**config.mk**
```make
export PLATFORM = sky130hd
export DESIGN_NAME = debug_console_wb
export DESIGN_NICKNAME = d
export VERILOG_FILES = /design/src/rtl/debug_console_pkg.sv /design/src/rtl/debug_console_fifo.sv /design/src/rtl/debug_console_wb.sv
export SDC_FILE = /design/constraint.sdc
export NUM_CORES = 1
export LEC_CHECK = 0
export ABC_AREA = 1
export BUFFER_PORTS_ARGS = -buffer_cell sky130_fd_sc_hd__buf_2
export CORE_MARGIN = 3
export CORE_UTILIZATION = 30
export DETAILED_ROUTE_END_ITERATION = 8
export PLACE_DENSITY = 0.53
export SYNTH_ARGS = -nofsm -noshare
export SYNTH_HDL_FRONTEND = slang
export SYNTH_SLANG_ARGS = --single-unit
```
**constraint.sdc**
```tcl
create_clock -name wb_clk_i -period 4.64 [get_ports wb_clk_i]
set_input_delay 0.464 -clock wb_clk_i [delete_from_list [all_inputs] [get_ports wb_clk_i]]
set_output_delay 0.464 -clock wb_clk_i [all_outputs]
set_load 0.005 [all_outputs]
```
**src/rtl/debug_console_pkg.sv**
```systemverilog
// ============================================================================
// Module   : debug_console_pkg
// Brief    : Register map, STATUS bit positions and result-code constants
//            shared by the debug console slave and its FIFO.
// Revision : 1.0 - initial release
// ============================================================================
`default_nettype none

package debug_console_pkg;

    // Register index taken from wb_adr_i[3:2]
    typedef enum logic [1:0] {
        REG_TXDATA = 2'd0,
        REG_STATUS = 2'd1,
        REG_RESULT = 2'd2,
        REG_CTRL   = 2'd3
    } reg_sel_e;

    localparam int STAT_FULL      = 0;
    localparam int STAT_EMPTY     = 1;
    localparam int STAT_OVERFLOW  = 2;
    localparam int STAT_DONE      = 3;
    localparam int STAT_PASS      = 4;
    localparam int STAT_LEVEL_LSB = 8;
    localparam int STAT_CODE_LSB  = 16;

    localparam int CTRL_FLUSH     = 0;
    localparam int CTRL_CLR_OVF   = 1;

    localparam logic [3:0] PASS_NIBBLE = 4'hF;
    localparam logic [7:0] CODE_FAIL   = 8'hFF;
    localparam logic [7:0] CODE_HALT   = 8'h90;

    // 0xFF carries the pass nibble but is reserved as the explicit fail code
    function automatic logic code_is_pass(input logic [7:0] code, input int num_classes);
        return (code != CODE_FAIL) && (code[3:0] == PASS_NIBBLE) &&
               (int'(code[7:4]) < num_classes);
    endfunction

endpackage

`default_nettype wire

```
**src/rtl/debug_console_fifo.sv**
```systemverilog
// ============================================================================
// Module   : debug_console_fifo
// Brief    : Byte FIFO for console output; flush overrides push and pop.
// Revision : 1.0 - initial release
// ============================================================================
`default_nettype none

module debug_console_fifo #(
    parameter int DEPTH = 16
) (
    input  logic                     clk,
    input  logic                     rst,
    input  logic                     push,
    input  logic [7:0]               push_data,
    input  logic                     pop,
    input  logic                     flush,
    output logic                     full,
    output logic                     empty,
    output logic [$clog2(DEPTH):0]   level,
    output logic [7:0]               head
);

    localparam int            AW      = $clog2(DEPTH);
    localparam logic [AW:0]   DEPTH_L = (AW + 1)'(DEPTH);

    logic [7:0]    mem [DEPTH];
    logic [AW-1:0] wr_ptr;
    logic [AW-1:0] rd_ptr;
    logic          do_push;
    logic          do_pop;

    assign full    = (level == DEPTH_L);
    assign empty   = (level == '0);
    assign head    = empty ? 8'h00 : mem[rd_ptr];
    assign do_push = push & ~full;
    assign do_pop  = pop & ~empty;

    always_ff @(posedge clk or posedge rst) begin
        if (rst) begin
            wr_ptr <= '0;
            rd_ptr <= '0;
            level  <= '0;
        end else if (flush) begin
            wr_ptr <= '0;
            rd_ptr <= '0;
            level  <= '0;
        end else begin
            if (do_push) wr_ptr <= wr_ptr + 1'b1;
            if (do_pop)  rd_ptr <= rd_ptr + 1'b1;
            if (do_push && !do_pop)
                level <= level + 1'b1;
            else if (!do_push && do_pop)
                level <= level - 1'b1;
        end
    end

    always_ff @(posedge clk) begin
        if (do_push) mem[wr_ptr] <= push_data;
    end

endmodule

`default_nettype wire

```
**src/rtl/debug_console_wb.sv**
```systemverilog
// ============================================================================
// Module   : debug_console_wb
// Brief    : Wishbone pipelined debug console: TX byte FIFO plus test-result
//            register. Define DEBUG_CONSOLE_SIM_EN for simulation printing.
// Revision : 1.0 - initial release
// ============================================================================
`default_nettype none

module debug_console_wb
    import debug_console_pkg::*;
#(
    parameter int FIFO_DEPTH  = 16,
    parameter int NUM_CLASSES = 5
) (
    input  logic        wb_clk_i,
    input  logic        wb_rst_i,
    input  logic        wb_cyc_i,
    input  logic        wb_stb_i,
    input  logic        wb_we_i,
    input  logic [31:0] wb_adr_i,
    input  logic [31:0] wb_dat_i,
    input  logic [3:0]  wb_sel_i,
    output logic        wb_stall_o,
    output logic        wb_ack_o,
    output logic [31:0] wb_dat_o,
    output logic        wb_err_o,
    output logic [7:0]  tx_data_o,
    output logic        tx_valid_o,
    input  logic        tx_ready_i,
    output logic        test_done_o,
    output logic        test_pass_o,
    output logic [7:0]  test_code_o
);

    localparam int LW = $clog2(FIFO_DEPTH) + 1;

    reg_sel_e    rsel;
    logic        req;
    logic        wr;
    logic        addr_ok;
    logic        full;
    logic        empty;
    logic [LW-1:0] level;
    logic        push;
    logic        pop;
    logic        flush;
    logic        clr_ovf;
    logic        ovf_set;
    logic        res_wr;
    logic        resp_err;
    logic        overflow;
    logic [31:0] status_word;
    logic [31:0] rdata;
    logic        unused_bits;

    assign wb_stall_o = 1'b0;
    assign rsel       = reg_sel_e'(wb_adr_i[3:2]);
    assign req        = wb_cyc_i & wb_stb_i;
    assign wr         = req & wb_we_i;
    assign addr_ok    = ~|wb_adr_i[31:4];
    assign unused_bits = ^{wb_dat_i[31:8], wb_sel_i[3:1], wb_adr_i[1:0]};

    // Full is judged before any same-cycle pop, so a write into a full FIFO errs
    assign ovf_set  = wr & addr_ok & (rsel == REG_TXDATA) & wb_sel_i[0] & full;
    assign resp_err = wr & (~addr_ok | (rsel == REG_STATUS) | ovf_set);
    assign push     = wr & addr_ok & (rsel == REG_TXDATA) & wb_sel_i[0] & ~full;
    assign flush    = wr & addr_ok & (rsel == REG_CTRL) & wb_dat_i[CTRL_FLUSH];
    assign clr_ovf  = wr & addr_ok & (rsel == REG_CTRL) & wb_dat_i[CTRL_CLR_OVF];
    assign res_wr   = wr & addr_ok & (rsel == REG_RESULT);
    assign pop      = tx_valid_o & tx_ready_i;
    assign tx_valid_o = ~empty;

    debug_console_fifo #(
        .DEPTH     (FIFO_DEPTH)
    ) u_fifo (
        .clk       (wb_clk_i),
        .rst       (wb_rst_i),
        .push      (push),
        .push_data (wb_dat_i[7:0]),
        .pop       (pop),
        .flush     (flush),
        .full      (full),
        .empty     (empty),
        .level     (level),
        .head      (tx_data_o)
    );

    always_comb begin
        status_word = '0;
        status_word[STAT_FULL]     = full;
        status_word[STAT_EMPTY]    = empty;
        status_word[STAT_OVERFLOW] = overflow;
        status_word[STAT_DONE]     = test_done_o;
        status_word[STAT_PASS]     = test_pass_o;
        status_word[STAT_LEVEL_LSB +: 8] = 8'(level);
        status_word[STAT_CODE_LSB +: 8]  = test_code_o;
    end

    always_comb begin
        rdata = '0;
        if (req && !wb_we_i && addr_ok) begin
            case (rsel)
                REG_STATUS: rdata = status_word;
                REG_RESULT: rdata = {24'h0, test_code_o};
                default:    rdata = '0;
            endcase
        end
    end

    always_ff @(posedge wb_clk_i or posedge wb_rst_i) begin
        if (wb_rst_i) begin
            wb_ack_o    <= 1'b0;
            wb_err_o    <= 1'b0;
            wb_dat_o    <= '0;
            overflow    <= 1'b0;
            test_done_o <= 1'b0;
            test_pass_o <= 1'b0;
            test_code_o <= '0;
        end else begin
            wb_ack_o <= req & ~resp_err;
            wb_err_o <= resp_err;
            wb_dat_o <= rdata;
            if (ovf_set)
                overflow <= 1'b1;
            else if (clr_ovf)
                overflow <= 1'b0;
            if (res_wr) begin
                test_code_o <= wb_dat_i[7:0];
                test_done_o <= 1'b1;
                test_pass_o <= code_is_pass(wb_dat_i[7:0], NUM_CLASSES);
            end
        end
    end

`ifdef DEBUG_CONSOLE_SIM_EN
    always @(posedge wb_clk_i) begin
        if (!wb_rst_i) begin
            if (pop) $write("%c", tx_data_o);
            if (res_wr) begin
                $display("[%0t] debug_console: class %0d code 0x%02h (%s)", $time,
                         wb_dat_i[7:4], wb_dat_i[7:0],
                         wb_dat_i[7:0] == CODE_HALT ? "halt" :
                         code_is_pass(wb_dat_i[7:0], NUM_CLASSES) ? "pass" : "fail");
                $finish;
            end
        end
    end
`endif

endmodule

`default_nettype wire
```
==> summary.md <==
| Metric | Value |
|---|---|
| Status | `finished clean` |
| I/O pins | `128` |
| Grt total ovfl | `0` |
| Avg Cell Area, Syn | `~11 µm²` |
| Placer Congestion | `0.747` |
| Hold WC Path Type | `input pin to asynchronous set/reset pin` |
| Ant diodes | `0` |
| CP Capture Type | `output port` |
| Pwr dens | `about 350 nW/µm²` |
| Die H | `165 µm` |
| Fill cell count | `2461` |
| Total setup buffers inserted after CTS | `0` |
| Clock skew | `just over 7 ps` |
| Clk root buf | `clkbuf_16` |
| Largest net degree at the start of global routing | `68` |
| Yosys cell types | `33` |
| Drc violations | `0` |
| Top-area cell type share of the netlist area | `50.6%` |
| IO Port Bufs | `86` |
| Longest Clk Path Bufs | `2` |
| Period utilization | `66.8%` |
| Worst Path Max Fanout | `48` |
| Final worst path period need | `between 3000 and 4000 ps` |
| Row count | `57` |
| Crit path DAT | `2630 ps` |
| Maxcap violations | `0` |
| DRT iter0 DRCs | `454` |
| Placed Instances | `1078` |
| Finish-stage setup viols | `0` |
| DIE WIDTH | `165 µm` |
| Insertion delay to the later sink of the worst-skew pair | `420 ps` |
| Hpwl dp | `11900 µm` |
| Fin nets | `860` |
| Routed WL | `18900 µm` |
| Post-DR vias/cell | `~4.7` |
| Final hold violation count | `0` |
| CTS buffer count | `17` |
| Vias | `5187` |
| Number of global-route vias before repair | `5083` |
| Top post-synthesis cells by area | `edfxtp_1 (51%), dfrtp_1 (15%), nor2_1 (6.5%)` |
| Mapped Area | `7590 µm²` |
| Antenna Nets Post-Route | `0` |
| Final Non-Filler Cells | `between 1000 and 1500` |
| CTS Hold Bufs | `0` |
| Synth Warn # | `0` |
| # resized after CTS | `0` |
| Critical Path RT | `4180 ps` |
| RSZ-0062 raised after global routing | `false` |
| Drt wl/cell | `17.0 µm` |
| Initial antenna violation count | `0` |
| Core area | `24600 µm²` |
| Clock sink count | `175` |
| Register area | `5020 µm²` |
| Main synth FF type | `edfxtp_1` |
| Post-synth EDFFs | `128` |
| Die area | `27200 µm²` |
| First-pass GRT wire length | `29600 µm` |
| Synth async-reset ratio | `between 20% and 30%` |
| FMAX | `approximately 320 MHz` |
| Worst-Margin Slew | `1050 ps` |
| Initial core utilization | `30.8%` |
| Static Leak | `3.53 nW` |
| All-Layer GR Usage | `14.4%` |
| Multi-input logic area | `2170 µm²` |
| Synth Register Bits | `175` |
| Setup CP Type | `register to output port` |
| Area leader, netlist | `edfxtp_1` |
| CTS clk-pin slew, worst paths | `70 ps` |
| Max IR drop VDD | `around 0.26 mV` |
| Rel. slew slack | `29.4%` |
| Ratio of cells with drive above 1 in the final layout | `18.4%` |
| Final TNS setup | `0 ps` |
| CTS H-tree lvls | `4` |
| Area delta synth->final | `16.9%` |
| Final Max Slew Viols | `0` |
| Post-synthesis sequential area ratio | `between 60% and 70%` |
| Pre-antenna DRT Iters | `5` |
| CTS tree | `done` |
| Startpoint types | `register` |
| Post-Syn Instances | `around 700` |
==> critical path: stages (launching register included) <==
cell	delay, ps
dfrtp_2	400
clkinv_1	290
buf_4	520
o21ai_0	140
o22ai_1	260
nor2_1	70
nor2_1	90
o21ai_0	120
a21oi_1	170
buf_2	140
==> registers in the layout, summed over array words and instances, names as in the netlist <==
| register | count |
|---|---|
| wb_ack_o | 1 |
| u_fifo.wr_ptr | 4 |
| overflow | 1 |
| test_done_o | 1 |
| wb_err_o | 1 |
| test_code_o | 8 |
| u_fifo.mem | 128 |
| u_fifo.rd_ptr | 4 |
| test_pass_o | 1 |
| wb_dat_o | 21 |
| u_fifo.level | 5 |
==> final timing paths <==
| check | endpoint | startpoint | slack (ps) | depth (start not counted) |
|---|---|---|---|---|
| max | tx_data_o[6] | u_fifo.rd_ptr[0]$_DFFE_PP0P_ | 1540 | 9 |
| min | wb_dat_o[12]$_DFF_PP0_ | wb_rst_i | 190 | 3 |
| max reg2reg | u_fifo.level[4]$_DFFE_PP0P_ | u_fifo.level[1]$_DFFE_PP0P_ | 2060 | 15 |
| min reg2reg | test_done_o$_DFFE_PP0P_ | test_done_o$_DFFE_PP0P_ | 500 | 1 |
| max in group asynchronous | u_fifo.rd_ptr[0]$_DFFE_PP0P_ | wb_rst_i | 4000 | 3 |
| min in group wb_clk_i | wb_err_o$_DFF_PP0_ | wb_we_i | 290 | 3 |
==> cell usage after synthesis, drive strengths merged (2+ instances only) <==
cell	instances
inv	61
a21oi	17
nor2	143
dfrtp	47
o221ai	22
clkbuf	13
xor2	4
nand2	77
nand4	4
nand3	27
and2	2
or2	2
o21ai	83
ha	12
a22oi	2
edfxtp	128
buf	26
nor3	5
o22ai	10
==> stage by stage <==
step / util, % / cell area [µm²] / power (mW) / setup WS, ps / hold WS (ps)
floorplan: - / 7630 / 1.75 / 2370 / 442
global placement: 33.8 / 8300 / 1.79 / 1910 / 472
detailed placement: 33.8 / 8300 / 1.79 / 1850 / 490
CTS: 36.1 / 8870 / 3.19 / 1550 / 212
global route: 36.1 / 8870 / 3.27 / 1330 / 245
finish: 36.1 / 8870 / 3.15 / 1540 / 191
==> layout make-up <==
type	count	area share (%)
clock buffer	17	4.79
clock inverter	15	1.64
inverter	62	2.62
multi-input combinational	425	24.4
sequential	175	56.6
tap	324	4.57
timing repair buffer	92	5.36
==> where the power goes <==
| group | internal (mW) | leakage (nW) | switching (mW) | total [mW] |
|---|---|---|---|---|
| Combinational | 0.0225 | 1.55 | 0.0563 | 0.0788 |
| Sequential | 1.68 | 1.73 | 0.000259 | 1.68 |
| Clock | 0.788 | 0.254 | 0.602 | 1.39 |
| Total | 2.49 | 3.53 | 0.659 | 3.15 |
==> logic make-up (layout without fill, tap and decap cells) <==
family          Yosys count  in the layout  synth area share [%]
simple gates            260            260                  14.9
flops                   175            175                  66.1
compound gates          136            136                  10.4
buf+inv                 101            186                  5.82
fa+ha+maj                13             13                  2.24
xor+xnor                  4              4                 0.462
other cells               1             12                0.0494
==> per-layer routing <==
metal	wire length [µm]	GRT usage, %	vias up	part of all wire [%]
met2	8750	22.9	171	46
met3	1190	3.44	14	6.3
met1	8810	19.9	2486	47
li1	-	-	2516	-
met4	174	3.43	0	0.92
met5	0	0	-	0
==> layout by cell type, fill, tap and decap left out, drive strengths merged, types with 5 or more instances in the layout <==
cell,netlist,final
buf,26,92
clkinv,1,6
inv,61,62
clkinvlp,0,7
ha,12,12
edfxtp,128,128
nor3,5,5
nand2,77,77
clkbuf,13,17
o22ai,10,10
nand3,27,27
conb,1,12
o21ai,83,83
nor2,143,143
o221ai,22,22
dfrtp,47,47
a21oi,17,17
(Power assumes the default switching activity.)
